[src/rtl/pipelined_cla_adder.sv]
// ============================================================================
// Module   : pipelined_cla_adder
// Purpose  : Carry-lookahead-group adder split into valid/ready pipeline stages.
//            Operand bits ride along, skewed, until their stage sums them.
// Revision : 1.0 - initial release
// ============================================================================
`default_nettype none

module pipelined_cla_adder #(
  parameter int ADDER_WIDTH    = 48,
  parameter int CLA_GRP_WIDTH  = 12,
  parameter int GRPS_PER_STAGE = 2
) (
  input  logic                   clk,
  input  logic                   rst_n,
  input  logic                   in_valid,
  output logic                   in_ready,
  input  logic [ADDER_WIDTH-1:0] in1,
  input  logic [ADDER_WIDTH-1:0] in2,
  input  logic                   effectiveOp,
  input  logic                   sticky,
  output logic                   out_valid,
  input  logic                   out_ready,
  output logic [ADDER_WIDTH-1:0] sum,
  output logic                   cout,
  output logic                   sticky_out,
  output logic                   sum_zero
);

  localparam int NUM_GRP = ADDER_WIDTH / CLA_GRP_WIDTH;
  localparam int STAGES  = (NUM_GRP + GRPS_PER_STAGE - 1) / GRPS_PER_STAGE;

  generate
    if ((ADDER_WIDTH % CLA_GRP_WIDTH) != 0) begin : g_width_check
      $error("ADDER_WIDTH must be a multiple of CLA_GRP_WIDTH");
    end
  endgenerate

  // Stage inputs (index 0 = ports, index k = output registers of stage k-1)
  logic [ADDER_WIDTH-1:0] a_x [STAGES];
  logic [ADDER_WIDTH-1:0] b_x [STAGES];
  logic [ADDER_WIDTH-1:0] s_x [STAGES];
  logic [STAGES-1:0]      c_x;

  logic [ADDER_WIDTH-1:0] a_d [STAGES];
  logic [ADDER_WIDTH-1:0] b_d [STAGES];
  logic [ADDER_WIDTH-1:0] s_d [STAGES];
  logic [ADDER_WIDTH-1:0] a_q [STAGES];
  logic [ADDER_WIDTH-1:0] b_q [STAGES];
  logic [ADDER_WIDTH-1:0] s_q [STAGES];
  logic [STAGES-1:0]      c_d, c_q;
  logic [STAGES-1:0]      v_d, v_q;
  logic [STAGES-1:0]      t_d, t_q;
  logic                   stall;

  assign c_x = STAGES'({c_q, effectiveOp});
  assign v_d = STAGES'({v_q, in_valid});
  assign t_d = STAGES'({t_q, sticky});

  always_comb begin
    a_x[0] = in1;
    b_x[0] = in2;
    s_x[0] = '0;
    for (int k = 1; k < STAGES; k++) begin
      a_x[k] = a_q[k-1];
      b_x[k] = b_q[k-1];
      s_x[k] = s_q[k-1];
    end
  end

  // Each stage sums its own groups; the carry chains straight through them.
  always_comb begin
    for (int k = 0; k < STAGES; k++) begin
      a_d[k] = a_x[k];
      b_d[k] = b_x[k];
      s_d[k] = s_x[k];
      c_d[k] = c_x[k];
      for (int g = 0; g < NUM_GRP; g++) begin
        if ((g / GRPS_PER_STAGE) == k) begin
          for (int j = 0; j < CLA_GRP_WIDTH; j++) begin
            s_d[k][g*CLA_GRP_WIDTH+j] = a_x[k][g*CLA_GRP_WIDTH+j]
                                      ^ b_x[k][g*CLA_GRP_WIDTH+j] ^ c_d[k];
            c_d[k] = (a_x[k][g*CLA_GRP_WIDTH+j] & b_x[k][g*CLA_GRP_WIDTH+j])
                   | (c_d[k] & (a_x[k][g*CLA_GRP_WIDTH+j] | b_x[k][g*CLA_GRP_WIDTH+j]));
          end
        end
      end
    end
  end

  always_ff @(posedge clk or negedge rst_n) begin
    if (!rst_n) begin
      for (int k = 0; k < STAGES; k++) begin
        a_q[k] <= '0;
        b_q[k] <= '0;
        s_q[k] <= '0;
      end
      c_q <= '0;
      v_q <= '0;
      t_q <= '0;
    end else if (!stall) begin
      for (int k = 0; k < STAGES; k++) begin
        a_q[k] <= a_d[k];
        b_q[k] <= b_d[k];
        s_q[k] <= s_d[k];
      end
      c_q <= c_d;
      v_q <= v_d;
      t_q <= t_d;
    end
  end

  assign out_valid  = v_q[STAGES-1];
  assign stall      = out_valid & ~out_ready;
  assign in_ready   = ~stall;
  assign sum        = s_q[STAGES-1];
  assign cout       = c_q[STAGES-1];
  assign sticky_out = t_q[STAGES-1];
  assign sum_zero   = out_valid & (s_q[STAGES-1] == '0);

endmodule

`default_nettype wire

[config.mk]
export PLATFORM = sky130hd
export DESIGN_NAME = pipelined_cla_adder
export DESIGN_NICKNAME = d
export VERILOG_FILES = /design/src/rtl/pipelined_cla_adder.sv
export SDC_FILE = /design/constraint.sdc
export NUM_CORES = 1
export LEC_CHECK = 0
export BUFFER_PORTS_ARGS = -buffer_cell sky130_fd_sc_hd__buf_2
export CAP_MARGIN = 20
export CORE_ASPECT_RATIO = 1.75
export CORE_MARGIN = 2
export CORE_UTILIZATION = 40
export CTS_CLUSTER_DIAMETER = 60
export DETAILED_ROUTE_END_ITERATION = 8
export PLACE_DENSITY = 0.72
export REMOVE_ABC_BUFFERS = 1
export SYNTH_ARGS = -nofsm -noshare
export SYNTH_HDL_FRONTEND = slang
export SYNTH_SLANG_ARGS = --single-unit
export TNS_END_PERCENT = 10
[constraint.sdc]
create_clock -name clk -period 22.8 [get_ports clk]
set_input_delay 2.28 -clock clk [delete_from_list [all_inputs] [get_ports clk]]
set_output_delay 2.28 -clock clk [all_outputs]
set_load 0.005 [all_outputs]
Word-level counts from Yosys, hierarchy flattened
Index checks and enable logic that the tools add are counted.
{"block": "op_classes", "n_addsub": 0, "mul": 0, "div_mod_pow": 0, "magnitude_cmp": 0, "n_eq_ne": 0, "shifts": 0, "mux": 0, "bitwise_logic": 292, "reduce_logical": 1}
{"op": "$and A1 B1 Y1", "count": 98}
{"op": "$or A1 B1 Y1", "count": 96}
{"op": "$xor A1 B1 Y1", "count": 96}
{"op": "$logic_not A48 Y1", "count": 1}
{"op": "$not A1 Y1", "count": 2}
{"block": "totals", "reg_bits": 174, "latchBits": 0, "mem_bits_rw": 0, "mem_bits_ro": 0, "inputBits": 102, "out_inout_bits": 53, "elab_cells": 300, "mem_count": 0}

Longest topological paths before layout
{"block": "logic_depth", "depth_word": 49, "ltp_mapped": 25, "ltp_nobuf": 25}

Worst setup path before layout
Ideal clock, no wire load.
{"block": "synth_timing", "path_kind": "input -> register", "from": "in in1[0]", "to": "reg s_q, in the netlist s_d[23]", "setup_ns": 0.125, "t_arrival_ns": 11.727, "t_required_ns": 22.675, "setup_slack_ns": 10.949, "stages": 25, "n_path_buf": 0, "path_cell_list": "fa_1 fa_1 fa_1 fa_1 fa_1 fa_1 fa_1 fa_1 fa_1 fa_1 fa_1 fa_1 fa_1 fa_1 fa_1 fa_1 fa_1 fa_1 fa_1 fa_1 fa_1 fa_1 fa_1 fa_1 mux2_2"}
{"element": "from (decl)", "line": "18", "source": "input logic [ADDER_WIDTH-1:0] in1,"}
{"element": "to (signal, indexed assignment)", "line": "105", "source": "s_q[k] <= s_d[k];"}
{"element": "to (decl)", "line": "50", "source": "logic [ADDER_WIDTH-1:0] s_q [STAGES];"}

==> impl_metrics.tcl <==
set metrics [dict create \
    outcome "complete, no violations" \
    cts.sinks 126 \
    netlist_instances 333 \
    setup_slack_reg_to_reg_ns 12.34 \
    initial_core_util_pct 40.7 \
    antenna-diode-count 0 \
    power.share.sequential_pct 41.3 \
    power.internal_uw 584 \
    setup_viol 0 \
    multiInputGateArea_um2 2600 \
    layout.nets 644 \
    placeable_core_region_um2 14400 \
    routed_wirelength_normalized_by_instance_count_um 17.8 \
    static-leakage-power_uw 0.00341 \
    grt_max_degree 79 \
    ant_nets 0 \
    endpoint_kind "register" \
    cts.reportedPaths.clkPinSlew_ns 0.05 \
    timing.slew.headroom_pct 35.6 \
    final_design_area_no_fill_um2 7410 \
    sw_pwr_uw 224 \
    critical-path-slowest-cell "fa_1" \
    synthDistinctLibCells 14 \
    route.detailed.drc 0 \
    port_buffers 154 \
    sum_neg_setup_slack_ns 0 \
    tritoncts_clock_tree "yes" \
    detailedPlacementHpwl_um 9200 \
    critPathMaxFanout 1 \
    clock_skew_ns 0.00972 \
    clock_path_buffers 2 \
    worstSetupPathType "input pin to register" \
    hp-class "register to register" \
    first_iter_violations 110 \
    power_density_nw_per_um2 109 \
    boundaryPins 155 \
    finalHoldWorstSlack_ns 0.466 \
    arrival_ns 12.37 \
    vias 3389 \
    max_cap_viols 0 \
    synth_top_area_cell "dfrtp_1" \
    report.final.slew_viol_count 0 \
    tightestPinTransition_ns 0.967 \
    cts-htree-levels 4 \
    pwr-share-clk_pct 35.7 \
    fp.dieArea_um2 15600 \
    chipHeight_um 164 \
    post_synth_instance_area_um2 5850 \
    timing.critical_path.slowest_cell_delay_ns 0.46 \
    final_layout_size_suffix_gt1_share_pct 61.9 \
    final_common_cell "buf_2" \
    synth_sequential_area_ratio_pct 53.9 \
    cts_post_setup_buffers_inserted 0 \
    detail_route.vias_per_cell 4.93 \
    drt_pre_antenna_iters 4 \
    cp_common_cell "fa_1" \
    layout_worst_path_cycle_share_pct 53.0 \
    antenna_violations_before_repair 0 \
    globalRouteTotalUtil_pct 16.5 \
    avgSynthCellArea_um2 17.6 \
    synth.yosys.warnings 0 \
    clock_insertion_delay_worst_skew_ns 0.40 \
    grt-ovfl-total 0 \
    wl_um 12300 \
    layout_common_cells "buf_2 (153), dfrtp_1 (126), mux2_2 (97)" \
    post_synth_main_area_contributors "dfrtp_1 (54%), mux2_2 (19%), fa_1 (16%), mux2_4 (7.2%), nor4_1 (1.2%)" \
    clk_root_buffer_cell "clkbuf_16" \
    critical_path.startpoint_type "input pin" \
    synth.top_cell.area_share_pct 53.9 \
    power_frac_comb_pct 22.9 \
    first_pass_grt_wire_length_um 19300 \
    final_hold_viol_count 0 \
    time_the_worst_path_needs_with_i_o_delays_and_setup_ns 12.09 \
    p_sw_share_pct 27.7 \
    fmax_mhz 82.7 \
    worstPathRequired_ns 23.08 \
    grt_pass1_vias 3812 \
    gp_congestion 0.814 \
    final-seq-area_um2 3150 \
    placement_rows 58 \
    area_growth_syn_to_layout_pct 26.7 \
    synth-seq-cells 126 \
    rsz0062_at_grt "no" \
    cts_buffers 17 \
    cts.hold.buffers_added 0 \
    power_uw 808 \
    num-fill-cells 1257 \
    power.ir.vdd_worst_v 0.0000633 \
    die_width_um 95.4 \
    post_cts_repair_resize_count 0 \
    detailed_place.area_um2 6770 \
]
cell families (layout without fill, tap and decap cells):
| family | after synthesis | after routing | share of synthesized area [%] |
|---|---|---|---|
| and+or+nand+nor | 20 | 20 | 2.05 |
| buffers and inverters | 14 | 188 | 1.73 |
| DFF | 126 | 126 | 53.9 |
| adders and majority gates | 48 | 48 | 16.4 |
| muxes | 125 | 125 | 25.9 |
worst max-delay path, delay by kind of cell:
family / cells / cell delay [ns]
adders and majority gates: 24 / 9.72
muxes: 1 / 0.27
buffers and inverters: 1 / 0.11
per-stage QoR:
| step | utilization, % | worst slack [ns] | cells |
|---|---|---|---|
| 2_1_floorplan | - | 10.93 | 319 |
| 3_3_place_gp | 47.1 | 10.46 | 655 |
| 3_5_place_dp | 47.1 | 10.29 | 655 |
| 4_1_cts | 51.6 | 10.69 | 687 |
| 5_1_grt | 51.6 | 10.46 | 687 |
| 6_report | 51.6 | 10.71 | 687 |
cell usage after synthesis:
cell and n:
mux2_2 97, nand4_1 2, nor4_1 11, buf_2 9, dfrtp_1 126, buf_6 5, nor4b_1 1, mux2_4 28
nand2_1 1, fa_1 48, nand3_1 1, nor2_1 1, nand2b_1 2, nor3_1 1
power groups by stage:
stage	Combinational (uW)	Sequential, uW	Clock [uW]
4_1_cts	189	336	295
3_5_place_dp	188	339	0
2_1_floorplan	113	328	0
5_1_grt	206	344	305
6_report	185	334	289
3_3_place_gp	181	336	0
registers in the layout, summed over array words and instances, names as in the netlist:
name and count:
a_d 24, c_q 2, t_q 2, v_q 2
b_d 24, s_d 24, sum 48
worst paths after layout:
path | endpoint | cells past startpoint | from
min in group asynchronous | b_d[47]$_DFFE_PN0N_ | 1 | rst_n
setup reg to reg | sum[47]$_DFFE_PN0N_ | 25 | a_d[24]$_DFFE_PN0N_
hold reg to reg | v_q[1]$_DFFE_PN0N_ | 1 | v_q[0]$_DFFE_PN0N_
max in group asynchronous | b_d[29]$_DFFE_PN0N_ | 2 | rst_n
hold / removal | v_q[1]$_DFFE_PN0N_ | 1 | v_q[0]$_DFFE_PN0N_
setup / recovery | s_d[23]$_DFFE_PN0N_ | 26 | in1[0]
routing by layer:
layer / up-vias / share of wire (%) / global-route usage (%)
met5: - / 0 / 0
met4: 0 / 2.7 / 7.73
met3: 23 / 4.2 / 3.76
met2: 99 / 55 / 28.9
met1: 1768 / 38 / 18.9
li1: 1499 / - / -
layout make-up:
type	instances	share of cell area, %
clock inverters	15	2.85
multi-input cells	193	35.1
flip-flops and latches	126	42.6
clock buffers	17	5.74
well taps	180	3.04
repair buffers	156	10.7
Note: power is estimated with default switching activity, not from simulation.
